## src/rtl/mmc_cmd_seq_pkg.sv

```systemverilog
// Shared definitions for the MMC command sequencer:
// FSM states, frame geometry and the CRC7 step.
package mmc_cmd_seq_pkg;

  typedef enum logic [2:0] {
    ST_IDLE = 3'd0,
    ST_TX   = 3'd1,
    ST_TURN = 3'd2,
    ST_WAIT = 3'd3,
    ST_RX   = 3'd4,
    ST_FIN  = 3'd5
  } state_t;

  localparam int FRAME_LEN = 48;
  localparam int CRC_LEN   = 40;

  localparam logic [6:0] CRC7_POLY = 7'h09;

  function automatic logic [6:0] crc7_step(
    input logic [6:0] c,
    input logic       d
  );
    logic fb;
    fb = d ^ c[6];
    return {c[5:0], 1'b0} ^ (fb ? CRC7_POLY : 7'h00);
  endfunction

endpackage

```

## src/rtl/mmc_cmd_seq_crc7.sv

```systemverilog
// Bit-serial CRC7 (x^7 + x^3 + 1), one bit per enable.
// crc_nxt exposes the value after the current bit is absorbed.
module crc7_d1 (
  input  logic       wb_clk_i,
  input  logic       wb_rst_i,
  input  logic       clr,
  input  logic       en,
  input  logic       d,
  output logic [6:0] crc,
  output logic [6:0] crc_nxt
);
  import mmc_cmd_seq_pkg::*;

  assign crc_nxt = crc7_step(crc, d);

  always_ff @(posedge wb_clk_i) begin
    if (wb_rst_i || clr) begin
      crc <= '0;
    end else if (en) begin
      crc <= crc_nxt;
    end
  end

endmodule

```

## src/rtl/mmc_cmd_seq.sv

```systemverilog
// MMC command sequencer: frames a command, paces every bit through
// the external clock generator and optionally captures a response.
module mmc_cmd_seq #(
  parameter int RESP_TIMEOUT = 64,
  parameter int TURN_CYCLES  = 2
) (
  input  logic        wb_clk_i,
  input  logic        wb_rst_i,
  input  logic        start,
  input  logic        abort,
  input  logic [5:0]  cmd_index,
  input  logic [31:0] cmd_arg,
  input  logic        resp_en,
  output logic        busy,
  output logic        done,
  output logic        timeout,
  output logic        crc_err,
  output logic [37:0] resp,
  output logic        clk_tick,
  input  logic        clk_rdy,
  input  logic        clk_done,
  output logic        mmc_cmd_o,
  output logic        mmc_cmd_oe,
  input  logic        mmc_cmd_i
);
  import mmc_cmd_seq_pkg::*;

  localparam int BW = $clog2(FRAME_LEN);
  localparam int TW = $clog2(RESP_TIMEOUT + 1);

  localparam logic [BW-1:0] LAST_BIT  = BW'(FRAME_LEN - 1);
  localparam logic [BW-1:0] CRC_BITS  = BW'(CRC_LEN);
  localparam logic [BW-1:0] CRC_TAIL  = BW'(CRC_LEN - 1);
  localparam logic [BW-1:0] TURN_LAST = BW'(TURN_CYCLES - 1);
  localparam logic [TW-1:0] TO_LAST   = TW'(RESP_TIMEOUT - 1);

  state_t        state;
  logic          pend;
  logic          abrt;
  logic          resp_en_q;
  logic [BW-1:0] bcnt;
  logic [TW-1:0] wcnt;
  logic [46:0]   tx_sr;
  logic [44:0]   rx_sr;

  logic          active;
  logic          stop;
  logic          fire;
  logic          adv;
  logic          crc_clr;
  logic          crc_en;
  logic          crc_d;
  logic [6:0]    crc;
  logic [6:0]    crc_nxt;

  assign active = state inside {ST_TX, ST_TURN, ST_WAIT, ST_RX};
  assign stop   = abort | abrt;
  assign fire   = clk_done & pend;
  assign adv    = fire & ~stop & active;

  // Combinational so a tick can never be raised while clk_rdy is low.
  assign clk_tick = ~wb_rst_i & active & ~pend & ~stop & clk_rdy;

  assign crc_clr = (state == ST_IDLE && start) ||
                   (state == ST_WAIT && adv && !mmc_cmd_i);
  assign crc_en  = adv && (bcnt < CRC_BITS) &&
                   (state == ST_TX || state == ST_RX);
  assign crc_d   = (state == ST_TX) ? mmc_cmd_o : mmc_cmd_i;

  crc7_d1 u_crc (
    .wb_clk_i (wb_clk_i),
    .wb_rst_i (wb_rst_i),
    .clr      (crc_clr),
    .en       (crc_en),
    .d        (crc_d),
    .crc      (crc),
    .crc_nxt  (crc_nxt)
  );

  always_ff @(posedge wb_clk_i) begin
    if (wb_rst_i) begin
      state      <= ST_IDLE;
      busy       <= 1'b0;
      done       <= 1'b0;
      timeout    <= 1'b0;
      crc_err    <= 1'b0;
      resp       <= '0;
      mmc_cmd_o  <= 1'b1;
      mmc_cmd_oe <= 1'b0;
      bcnt       <= '0;
      wcnt       <= '0;
      pend       <= 1'b0;
      abrt       <= 1'b0;
      resp_en_q  <= 1'b0;
      tx_sr      <= '0;
      rx_sr      <= '0;
    end else begin
      done <= 1'b0;

      if (clk_tick) begin
        pend <= 1'b1;
      end else if (fire) begin
        pend <= 1'b0;
      end

      if (active && stop) begin
        mmc_cmd_oe <= 1'b0;
        mmc_cmd_o  <= 1'b1;
        // Let an outstanding tick land before finishing.
        if (!pend || clk_done) begin
          abrt  <= 1'b0;
          state <= ST_FIN;
          busy  <= 1'b0;
          done  <= 1'b1;
        end else begin
          abrt <= 1'b1;
        end
      end else begin
        unique case (state)
          ST_IDLE: begin
            if (start) begin
              busy       <= 1'b1;
              timeout    <= 1'b0;
              crc_err    <= 1'b0;
              resp_en_q  <= resp_en;
              tx_sr      <= {1'b1, cmd_index, cmd_arg, 8'h00};
              mmc_cmd_o  <= 1'b0;
              mmc_cmd_oe <= 1'b1;
              bcnt       <= '0;
              state      <= ST_TX;
            end
          end

          ST_TX: begin
            if (adv) begin
              if (bcnt == LAST_BIT) begin
                mmc_cmd_oe <= 1'b0;
                mmc_cmd_o  <= 1'b1;
                bcnt       <= '0;
                wcnt       <= '0;
                if (!resp_en_q) begin
                  state <= ST_FIN;
                  busy  <= 1'b0;
                  done  <= 1'b1;
                end else if (TURN_CYCLES == 0) begin
                  state <= ST_WAIT;
                end else begin
                  state <= ST_TURN;
                end
              end else if (bcnt == CRC_TAIL) begin
                mmc_cmd_o <= crc_nxt[6];
                tx_sr     <= {crc_nxt[5:0], 1'b1, 40'h0};
                bcnt      <= bcnt + 1'b1;
              end else begin
                mmc_cmd_o <= tx_sr[46];
                tx_sr     <= {tx_sr[45:0], 1'b0};
                bcnt      <= bcnt + 1'b1;
              end
            end
          end

          ST_TURN: begin
            if (adv) begin
              if (bcnt == TURN_LAST) begin
                bcnt  <= '0;
                wcnt  <= '0;
                state <= ST_WAIT;
              end else begin
                bcnt <= bcnt + 1'b1;
              end
            end
          end

          ST_WAIT: begin
            if (adv) begin
              if (!mmc_cmd_i) begin
                bcnt  <= BW'(1);
                state <= ST_RX;
              end else if (wcnt == TO_LAST) begin
                wcnt    <= wcnt + 1'b1;
                timeout <= 1'b1;
                state   <= ST_FIN;
                busy    <= 1'b0;
                done    <= 1'b1;
              end else begin
                wcnt <= wcnt + 1'b1;
              end
            end
          end

          ST_RX: begin
            if (adv) begin
              rx_sr <= {rx_sr[43:0], mmc_cmd_i};
              // rx_sr holds response bit b at index b-1 here.
              if (bcnt == LAST_BIT) begin
                resp    <= rx_sr[44:7];
                crc_err <= (rx_sr[6:0] != crc);
                state   <= ST_FIN;
                busy    <= 1'b0;
                done    <= 1'b1;
              end else begin
                bcnt <= bcnt + 1'b1;
              end
            end
          end

          ST_FIN: begin
            state <= ST_IDLE;
          end

          default: begin
            state <= ST_IDLE;
          end
        endcase
      end
    end
  end

endmodule

```

## config.mk

```make
export PLATFORM = sky130hd
export DESIGN_NAME = mmc_cmd_seq
export DESIGN_NICKNAME = d
export VERILOG_FILES = /design/src/rtl/mmc_cmd_seq_pkg.sv /design/src/rtl/mmc_cmd_seq_crc7.sv /design/src/rtl/mmc_cmd_seq.sv
export SDC_FILE = /design/constraint.sdc
export NUM_CORES = 1
export LEC_CHECK = 0
export ABC_AREA = 1
export CAP_MARGIN = 15
export CORE_MARGIN = 5
export CORE_UTILIZATION = 50
export DETAILED_ROUTE_END_ITERATION = 10
export GPL_ROUTABILITY_DRIVEN = 0
export MAX_ROUTING_LAYER = met4
export PLACE_DENSITY_LB_ADDON = 0.05
export SLEW_MARGIN = 0
export SYNTH_ARGS = -nofsm -noshare
export SYNTH_HDL_FRONTEND = slang
export SYNTH_SLANG_ARGS = --single-unit
```

## constraint.sdc

```tcl
create_clock -name wb_clk_i -period 2.4 [get_ports wb_clk_i]
set_input_delay 0.72 -clock wb_clk_i [delete_from_list [all_inputs] [get_ports wb_clk_i]]
set_output_delay 0.72 -clock wb_clk_i [all_outputs]
set_load 0.05 [all_outputs]
```

== Yosys cells after proc, flatten, opt, wreduce, memory -nomap -nowiden ==
Index checks and enable logic that the tools add are counted.

* Add/subtract/negate cells: 2
* $lt $le $gt $ge: 1
* Equal/unequal tests: 35
* Muxes and demuxes: 77
* Bitwise operators: 14
* Reductions and logical operators: 34

{| class="wikitable"
|+ Operators with widths
! kind !! number
|-
| $mux W47 || 4
|-
| $pmux W47 S2 || 1
|-
| $mux W6 || 9
|-
| $mux W7 || 6
|-
| $mux W3 || 13
|-
| $mux W1 || 34
|-
| $pmux W6 S5 || 1
|-
| $ne A3 B2 Y1 const B || 7
|-
| $pmux W7 S3 || 1
|-
| $ne A2 B2 Y1 const B || 9
|-
| $pmux W3 S5 || 1
|-
| $eq A6 B6 Y1 const B || 2
|-
| $ne A3 B1 Y1 const B || 4
|-
| $reduce_and A11 Y1 || 1
|-
| $ne A2 B1 Y1 const B || 5
|-
| $reduce_and A10 Y1 || 1
|-
| $reduce_and A5 Y1 || 2
|-
| $reduce_bool A5 Y1 || 2
|-
| $reduce_and A3 Y1 || 3
|-
| $reduce_and A9 Y1 || 1
|-
| $pmux W1 S2 || 4
|-
| $reduce_and A4 Y1 || 2
|-
| $reduce_and A8 Y1 || 1
|-
| $reduce_bool A2 Y1 || 4
|-
| 26 further kinds || 45
|}

* Flip-flop bits (word level): 162
* Output and inout port bits: 45

== Depth between registers and ports, before layout ==
Gate-level depths: netlist of run 1.

* Depth after elaboration: 9
* Depth in mapped cells: 14
* Gate-level depth less buffers: 13

== Modules after synthesis ==
Synthesis of run 1 repeated with hierarchy kept, for this count alone.

* Cells, all modules: 914
* Area, all modules: 6862.8 µm²

{| class="wikitable"
|+ By module, submodules not included
! module !! times used !! cells an instance !! area an instance (µm²) !! sequential area each (µm²)
|-
| mmc_cmd_seq || 1 || 868 || 6516.2 || 2942.8
|-
| crc7_d1 || 1 || 46 || 346.6 || 140.1
|}

== Worst setup path before layout of run 1 ==
OpenSTA, ideal clock, no wires.

* Path kind: input port to output port
* Start: in wb_rst_i
* End: out clk_tick
* Arrival time: 1.343 ns
* Data required time: 1.680 ns
* Setup slack: 0.337 ns
* Cell stages on the path: 5
* Path buffers: 0
* Path through: clkinv_1 -> nand3_1 -> nor2_1 -> nand2_1 -> inv_1

* Word-level cells in the longest chain between the ends: 5

{| class="wikitable"
|+ Ends and longest elaborated chain
! what !! line !! source
|-
| start, declared || mmc_cmd_seq.sv:8 || <nowiki>input logic wb_rst_i,</nowiki>
|-
| $not A1 Y1 || mmc_cmd_seq.sv:62 || <nowiki>assign clk_tick = ~wb_rst_i & active & ~pend & ~stop & clk_rdy;</nowiki>
|-
| $and A1 B1 Y1 (4 in series) || mmc_cmd_seq.sv:62 ||
|-
| end, declared || mmc_cmd_seq.sv:19 || <nowiki>output logic clk_tick,</nowiki>
|}

Every way passes these cells.

== Final worst setup path of run 1 ==
* Start: reg mmc_cmd_o
* End: out mmc_cmd_o

{| class="wikitable"
|+ RTL lines
! what !! line !! source
|-
| start, declared || mmc_cmd_seq.sv:22 || <nowiki>output logic mmc_cmd_o,</nowiki>
|-
| start signal, assigned || mmc_cmd_seq.sv:151 || <nowiki>mmc_cmd_o <= crc_nxt[6];</nowiki>
|-
| start signal, assigned || mmc_cmd_seq.sv:155 || <nowiki>mmc_cmd_o <= tx_sr[46];</nowiki>
|}

No word-level cell between the ends.

==> results of run 1 <==
==> metal layers <==
layer  up-vias  wire (microns)  GRT usage (%)
met5         -               0              -
met4         0             315           8.01
met3        47             815           4.20
met2       209            8050           34.6
met1      3035            7670           27.2
li1       3258               -              -
==> sequential cells by signal, indices dropped and copies added (netlist names), 3 cells and up <==
| signal | cells |
|---|---|
| bcnt | 6 |
| resp | 38 |
| tx_sr | 39 |
| wcnt | 7 |
| u_crc.crc | 7 |
| rx_sr | 45 |
| state | 3 |
==> cell usage after synthesis, types with 2 or more instances <==
library cell and count:
nand2_1 161, dfxtp_1 154, nand3_1 137, a21oi_1 97
nor2_1 83, inv_1 60, o21ai_0 55, clkbuf_1 37
o211a_1 29, a211oi_1 20, buf_2 14, nand4_1 9
xor2_1 9, nor3_1 6, buf_1 3, ha_1 3
inv_2 3, o211ai_1 3, xnor2_1 3, buf_4 2
clkinv_1 2, nand2_2 2, nand3_2 2, nand3b_1 2
nor2_2 2, nor3_4 2, o22ai_1 2, or2_2 2
==> through the flow <==
| stage | instance area [sq um] | worst slack (ps) | hold WS [ps] | setup TNS (ps) |
|---|---|---|---|---|
| 6_report | 8620 | 35.1 | 457 | 0 |
| 5_1_grt | 8620 | -20.1 | 486 | -20.1 |
| 4_1_cts | 8600 | 23.8 | 462 | 0 |
| 3_5_place_dp | 8030 | -341 | 453 | -15590 |
| 3_3_place_gp | 8030 | -172 | 439 | -3240 |
| 2_1_floorplan | 6790 | 337 | 425 | 0 |
==> cells in the final DEF, fill, tap and decap left out, types with 5 or more instances in the layout <==
master           instances
nand3_1                136
o211a_1                 29
clkbuf_16               17
nand2_1                159
inv_2                    5
a21oi_1                 97
xor2_1                   9
a211oi_1                20
clkdlybuf4s50_1         87
nand4_1                  9
inv_1                   59
dfxtp_1                153
o21ai_0                 55
nor3_1                   6
buf_4                   32
buf_12                   8
nor2_1                  82
==> cell type report <==
type                    count  area share, %
clock inverters             9           1.06
multi-input cells         633           37.5
well taps                 176           2.55
clock buffers              22           5.38
flip-flops and latches    154           35.8
repair buffers            129           14.9
inverters                  65           2.83
==> worst max-delay path by stage <==
stage | endpoint | slack, ps | depth (start not counted)
2_1_floorplan | clk_tick | 340 | 5
5_1_grt | clk_tick | -20 | 6
3_3_place_gp | wcnt[6]$_SDFFE_PP0P_ | -170 | 10
4_1_cts | mmc_cmd_o | 20 | 1
6_report | mmc_cmd_o | 40 | 1
3_5_place_dp | wcnt[2]$_SDFFE_PP0P_ | -340 | 10
==> timing repair <==
| action | 4_1_cts | 5_1_grt |
|---|---|---|
| pin swaps | 1 | 1 |
| endpoints found under the setup margin | 1 | 10 |
| resized for setup | 2 | 4 |
| setup buffers | 1 | 2 |
==> logic make-up (layout without fill, tap and decap cells) <==
family	count (synthesis)	after routing	synth area share, %
XOR/XNOR	12	12	1.55
flip-flops	154	154	45.4
adder cells (fa/ha/maj)	3	3	0.553
buffers and inverters	122	225	7.23
AO/OA/AOI/OAI	208	208	18.6
AND/OR/NAND/NOR	410	410	26.7
==> where the power goes <==
group | switching (mW) | internal, mW
combinational | 1.75 | 1.11
sequential | 0.190 | 2.88
clock | 1.03 | 1.48
total | 2.97 | 5.46
==> impl_metrics.tcl, run 1 <==
set metrics [dict create \
    outcome "completed" \
    nets 1049 \
    max-clock-path-buffers 2 \
    endpoint_kind "output port" \
    path_class "reg -> out" \
    hold_violations 0 \
    critPathSlowestCell "clkdlybuf4s50_1" \
    reg2reg_slack_ps 310 \
    die_area_sq_um 16000 \
    dp_hpwl_microns 11200 \
    crit_path_start_kind "flop" \
    die_x_microns 126 \
    yosys.area.top_type "dfxtp_1" \
    holdCritPathClass "reg -> reg" \
    clockRootBuffer "clkbuf_16" \
    required_ps 1680 \
    antenna_found_initial 0 \
    power_mw 8.44 \
    hold_path_startpoint "resp[2]$_SDFFE_PP0P_" \
    ant_nets 0 \
    gr-total-overflow 0 \
    start_util_pct 51.0 \
    ys.flop_type "dfxtp_1" \
    ys_warn_count 0 \
    fin_cells 1188 \
    clock_skew_ps 10.0 \
    row_count 42 \
    viasPerCell 5.51 \
    cts_sinks 154 \
    crit_family "buffers and inverters" \
    min_to "resp[2]$_SDFFE_PP0P_" \
    min_period_ps 2360 \
    grt_usage_pct 21.6 \
    cts_tree "built" \
    core_sq_um 13300 \
    regArea_sq_um 3080 \
    max_freq_mhz 423 \
    cts_made_buffers 17 \
    insertion_delay_ps 420 \
    place.port_buffers 90 \
    ys_async_sr_fraction_pct 0 \
    grt_pass1_wl_microns 28400 \
    fillerInstances 1173 \
    critPathMaxFanout 3 \
    drt_iter0_drc 523 \
    synth_top_area_share_pct 45.4 \
    num_io_pins 91 \
    clk_pin_slew_ps 60 \
    crit_start "mmc_cmd_o$_SDFFE_PP1P_" \
    dp.cells 1154 \
    synth_cells 909 \
    slew_headroom_pct 47.4 \
    area_growth_pct 27.1 \
    setup_viol_count_final 0 \
    finalCritPeriodShare_pct 98.5 \
    seq_area_frac_synth_pct 45.4 \
    avgSynthCellArea_sq_um 7.46 \
    wl_per_cell_microns 14.2 \
    syn_nets 958 \
    layout-drive-gt1-share_pct 8.99 \
    routed_wirelength_microns 16900 \
    slew_violations 0 \
    holdBufCountCts 0 \
    tightest_slew_ps 789 \
    worstPathArrival_ps 1640 \
    synth_cell_types 33 \
    antennaDiodeCount 0 \
    power_leakage_nw 3.56 \
    multi_input_area_sq_um 3230 \
    htreeDepth 4 \
    synth_area_leaders "dfxtp_1 45%, nand3_1 10%, nand2_1 8.9%, a21oi_1 7.2%, nor2_1 4.6%" \
    vias 6549 \
    ys_seq_elements 154 \
    path_cells "clkdlybuf4s50_1" \
    crit_path_max_incr_delay_ps 830 \
    cap_violations 0 \
    worst-path-buf-inv 1 \
    hold_path_depth 2 \
    ir_drop_mv 0.507 \
    r2r_end "bcnt[0]$_SDFFE_PP0P_" \
    synth_area_sq_um 6790 \
    drtPass1Iterations 6 \
    grt_pass1_vias 6221 \
    rr_startpoint "bcnt[1]$_SDFFE_PP0P_" \
    p_per_area_nw_per_um2 979 \
    fp.dieH_microns 126 \
    drc 0 \
    finish.utilization_pct 64.9 \
    r2r_cells 11 \
    synth_edf_count 0 \
    grt_max_degree 76 \
]
No activity file was read; power rests on OpenSTA's default activity.
==> run 2: changes to the inputs <==
--- a/config.mk
+++ b/config.mk
@@ -11,8 +11,10 @@
 export CORE_UTILIZATION = 50
 export DETAILED_ROUTE_END_ITERATION = 10
 export GPL_ROUTABILITY_DRIVEN = 0
+export HOLD_SLACK_MARGIN = 0.05
 export MAX_ROUTING_LAYER = met4
 export PLACE_DENSITY_LB_ADDON = 0.05
+export SKIP_LAST_GASP = 1
 export SLEW_MARGIN = 0
 export SYNTH_ARGS = -nofsm -noshare
 export SYNTH_HDL_FRONTEND = slang
==> results of run 2 <==
No change in the layout: final DEF, timing and power equal those of run 1.
==> run 3: changes to the inputs <==
--- a/config.mk
+++ b/config.mk
@@ -7,6 +7,7 @@
 export LEC_CHECK = 0
 export ABC_AREA = 1
 export CAP_MARGIN = 15
+export CORE_ASPECT_RATIO = 1.2
 export CORE_MARGIN = 5
 export CORE_UTILIZATION = 50
 export DETAILED_ROUTE_END_ITERATION = 10
==> run 3 against run 2 <==
  * Sequential share of layout area down 0.21 points
  * Largest cell class unchanged
  * Worst setup slack gained 20 ps
  * Critical path type unchanged
  * Count of clock-buffer cells in the layout is 3 lower
==> impl_metrics.tcl, run 3 (synthesized netlist as in run 1, its figures left out) <==
set metrics [dict create \
    outcome "completed" \
    tightest_slew_ps 813 \
    cts_made_buffers 17 \
    row_count 46 \
    insertion_delay_ps 430 \
    layout-drive-gt1-share_pct 9.09 \
    htreeDepth 4 \
    worst-path-buf-inv 1 \
    slew_violations 0 \
    start_util_pct 51.0 \
    regMostFlops "rx_sr" \
    area_growth_pct 27.8 \
    place.port_buffers 90 \
    endpoint_kind "output port" \
    grt_pass1_vias 6147 \
    grt_pass1_wl_microns 28600 \
    crit_family "buffers and inverters" \
    required_ps 1680 \
    path_class "reg -> out" \
    r2r_cells 10 \
    holdCritPathClass "reg -> reg" \
    ant_nets 0 \
    viasPerCell 5.50 \
    power_leakage_nw 3.59 \
    clockRootBuffer "clkbuf_16" \
    die_area_sq_um 16000 \
    drtPass1Iterations 6 \
    core_sq_um 13300 \
    worstPathArrival_ps 1620 \
    cp.depth 1 \
    max_freq_mhz 426 \
    routed_wirelength_microns 17000 \
    nets 1051 \
    finalCritPeriodShare_pct 97.7 \
    hold_violations 0 \
    power_mw 8.65 \
    antenna_found_initial 0 \
    path_cells "clkdlybuf4s50_1" \
    largest_reg_flops 45 \
    crit_path_max_incr_delay_ps 820 \
    dp_hpwl_microns 11400 \
    vias 6489 \
    cap_violations 0 \
    p_per_area_nw_per_um2 998 \
    wl_per_cell_microns 14.4 \
    cts_sinks 154 \
    fin_area_sq_um 8670 \
    antennaDiodeCount 0 \
    finalWorstSetupSlack_ps 55.3 \
    grt_usage_pct 22.5 \
    mostFrequentLayoutCell "nand2_1" \
    fp.dieH_microns 138 \
    drc 0 \
    max-clock-path-buffers 2 \
    num_io_pins 91 \
    mostFrequentLayoutCells "160 x nand2_1, 153 x dfxtp_1, 137 x nand3_1, 97 x a21oi_1, 86 x clkdlybuf4s50_1" \
    clk_pin_slew_ps 60 \
    ir_drop_mv 0.629 \
    cts_tree "built" \
    gr-total-overflow 0 \
    critPathMaxFanout 3 \
    die_x_microns 116 \
    dpl_cell_area_sq_um 8070 \
    clock_skew_ps 10.5 \
    largestRegisters "rx_sr (45), tx_sr (39), resp (38)" \
    crit_path_start_kind "flop" \
    setup_viol_count_final 0 \
    pre_cts_ws_ps -132 \
    slew_headroom_pct 45.8 \
    critPathSlowestCell "clkdlybuf4s50_1" \
    grt_max_degree 76 \
    drt_iter0_drc 549 \
    min_period_ps 2340 \
    hold_path_depth 2 \
]
[run 3: changes by cell type in the layout (fill, tap and decap cells not counted), sizes merged]
cell           previous run  this run
buf                      41        43
bufinv                    1         3
clkbuf                   22        19
clkdlybuf4s50            87        86
clkinv                    4         3
clkinvlp                  4         3
dlygate4sd2               0         2
dlymetal6s2s              1         0
inv                      65        66
[run 3: layout make-up]
cell class              instances  area [sq um]
repair buffers                131          1310
clock buffers                  19           453
clock inverters                10           144
fillers                      1186          4620
multi-input cells             633          3230
well taps                     168           210
flip-flops and latches        154          3080
inverters                      65           244
[run 3: repair_timing]
item,CTS,global route
hold buffers,0,0
pin swaps,1,0
setup endpoints to repair,1,36
setup buffers,0,0
resized for setup,3,3
[run 3: power breakdown]
group / internal, mW / switching, mW
Clock: 1.68 / 1.05
Combinational: 1.11 / 1.73
Sequential: 2.88 / 0.198
Total: 5.67 / 2.99
[run 3: final timing paths]
| kind | startpoint | to | slack (ps) |
|---|---|---|---|
| worst max-delay path | mmc_cmd_o$_SDFFE_PP1P_ | mmc_cmd_o | 60 |
| worst min-delay path | resp[17]$_SDFFE_PP0P_ | resp[17]$_SDFFE_PP0P_ | 460 |
| worst max register to register | bcnt[0]$_SDFFE_PP0P_ | wcnt[3]$_SDFFE_PP0P_ | 250 |
| worst min register to register | resp[17]$_SDFFE_PP0P_ | resp[17]$_SDFFE_PP0P_ | 460 |
[run 3: layer usage]
metal	vias up	track usage [%]	part of all wire [%]
met5	-	-	0
met4	0	6.51	1.2
met3	24	4.53	6.2
met2	211	35.8	48
met1	2995	29.0	44
li1	3259	-	-
[run 3: worst reg2reg max path, cell delays in order (launching register included)]
cell	delay, ps
dfxtp_1	450
ha_1	260
nand2_1	70
nor2_1	220
nand2_2	230
nand2_1	160
nand2_1	70
nor3_2	160
nand2_1	210
nand2_1	110
a21oi_1	60
[run 3: per-stage QoR]
stage,util [%],hold WS [ps],TNS (ps),cells
floorplan,-,425,0,909
global placement,60.7,442,-1630,1151
detailed placement,60.7,452,-3580,1151
CTS,65.2,462,0,1180
global route,65.2,477,-15.9,1180
finish,65.2,462,0,1180
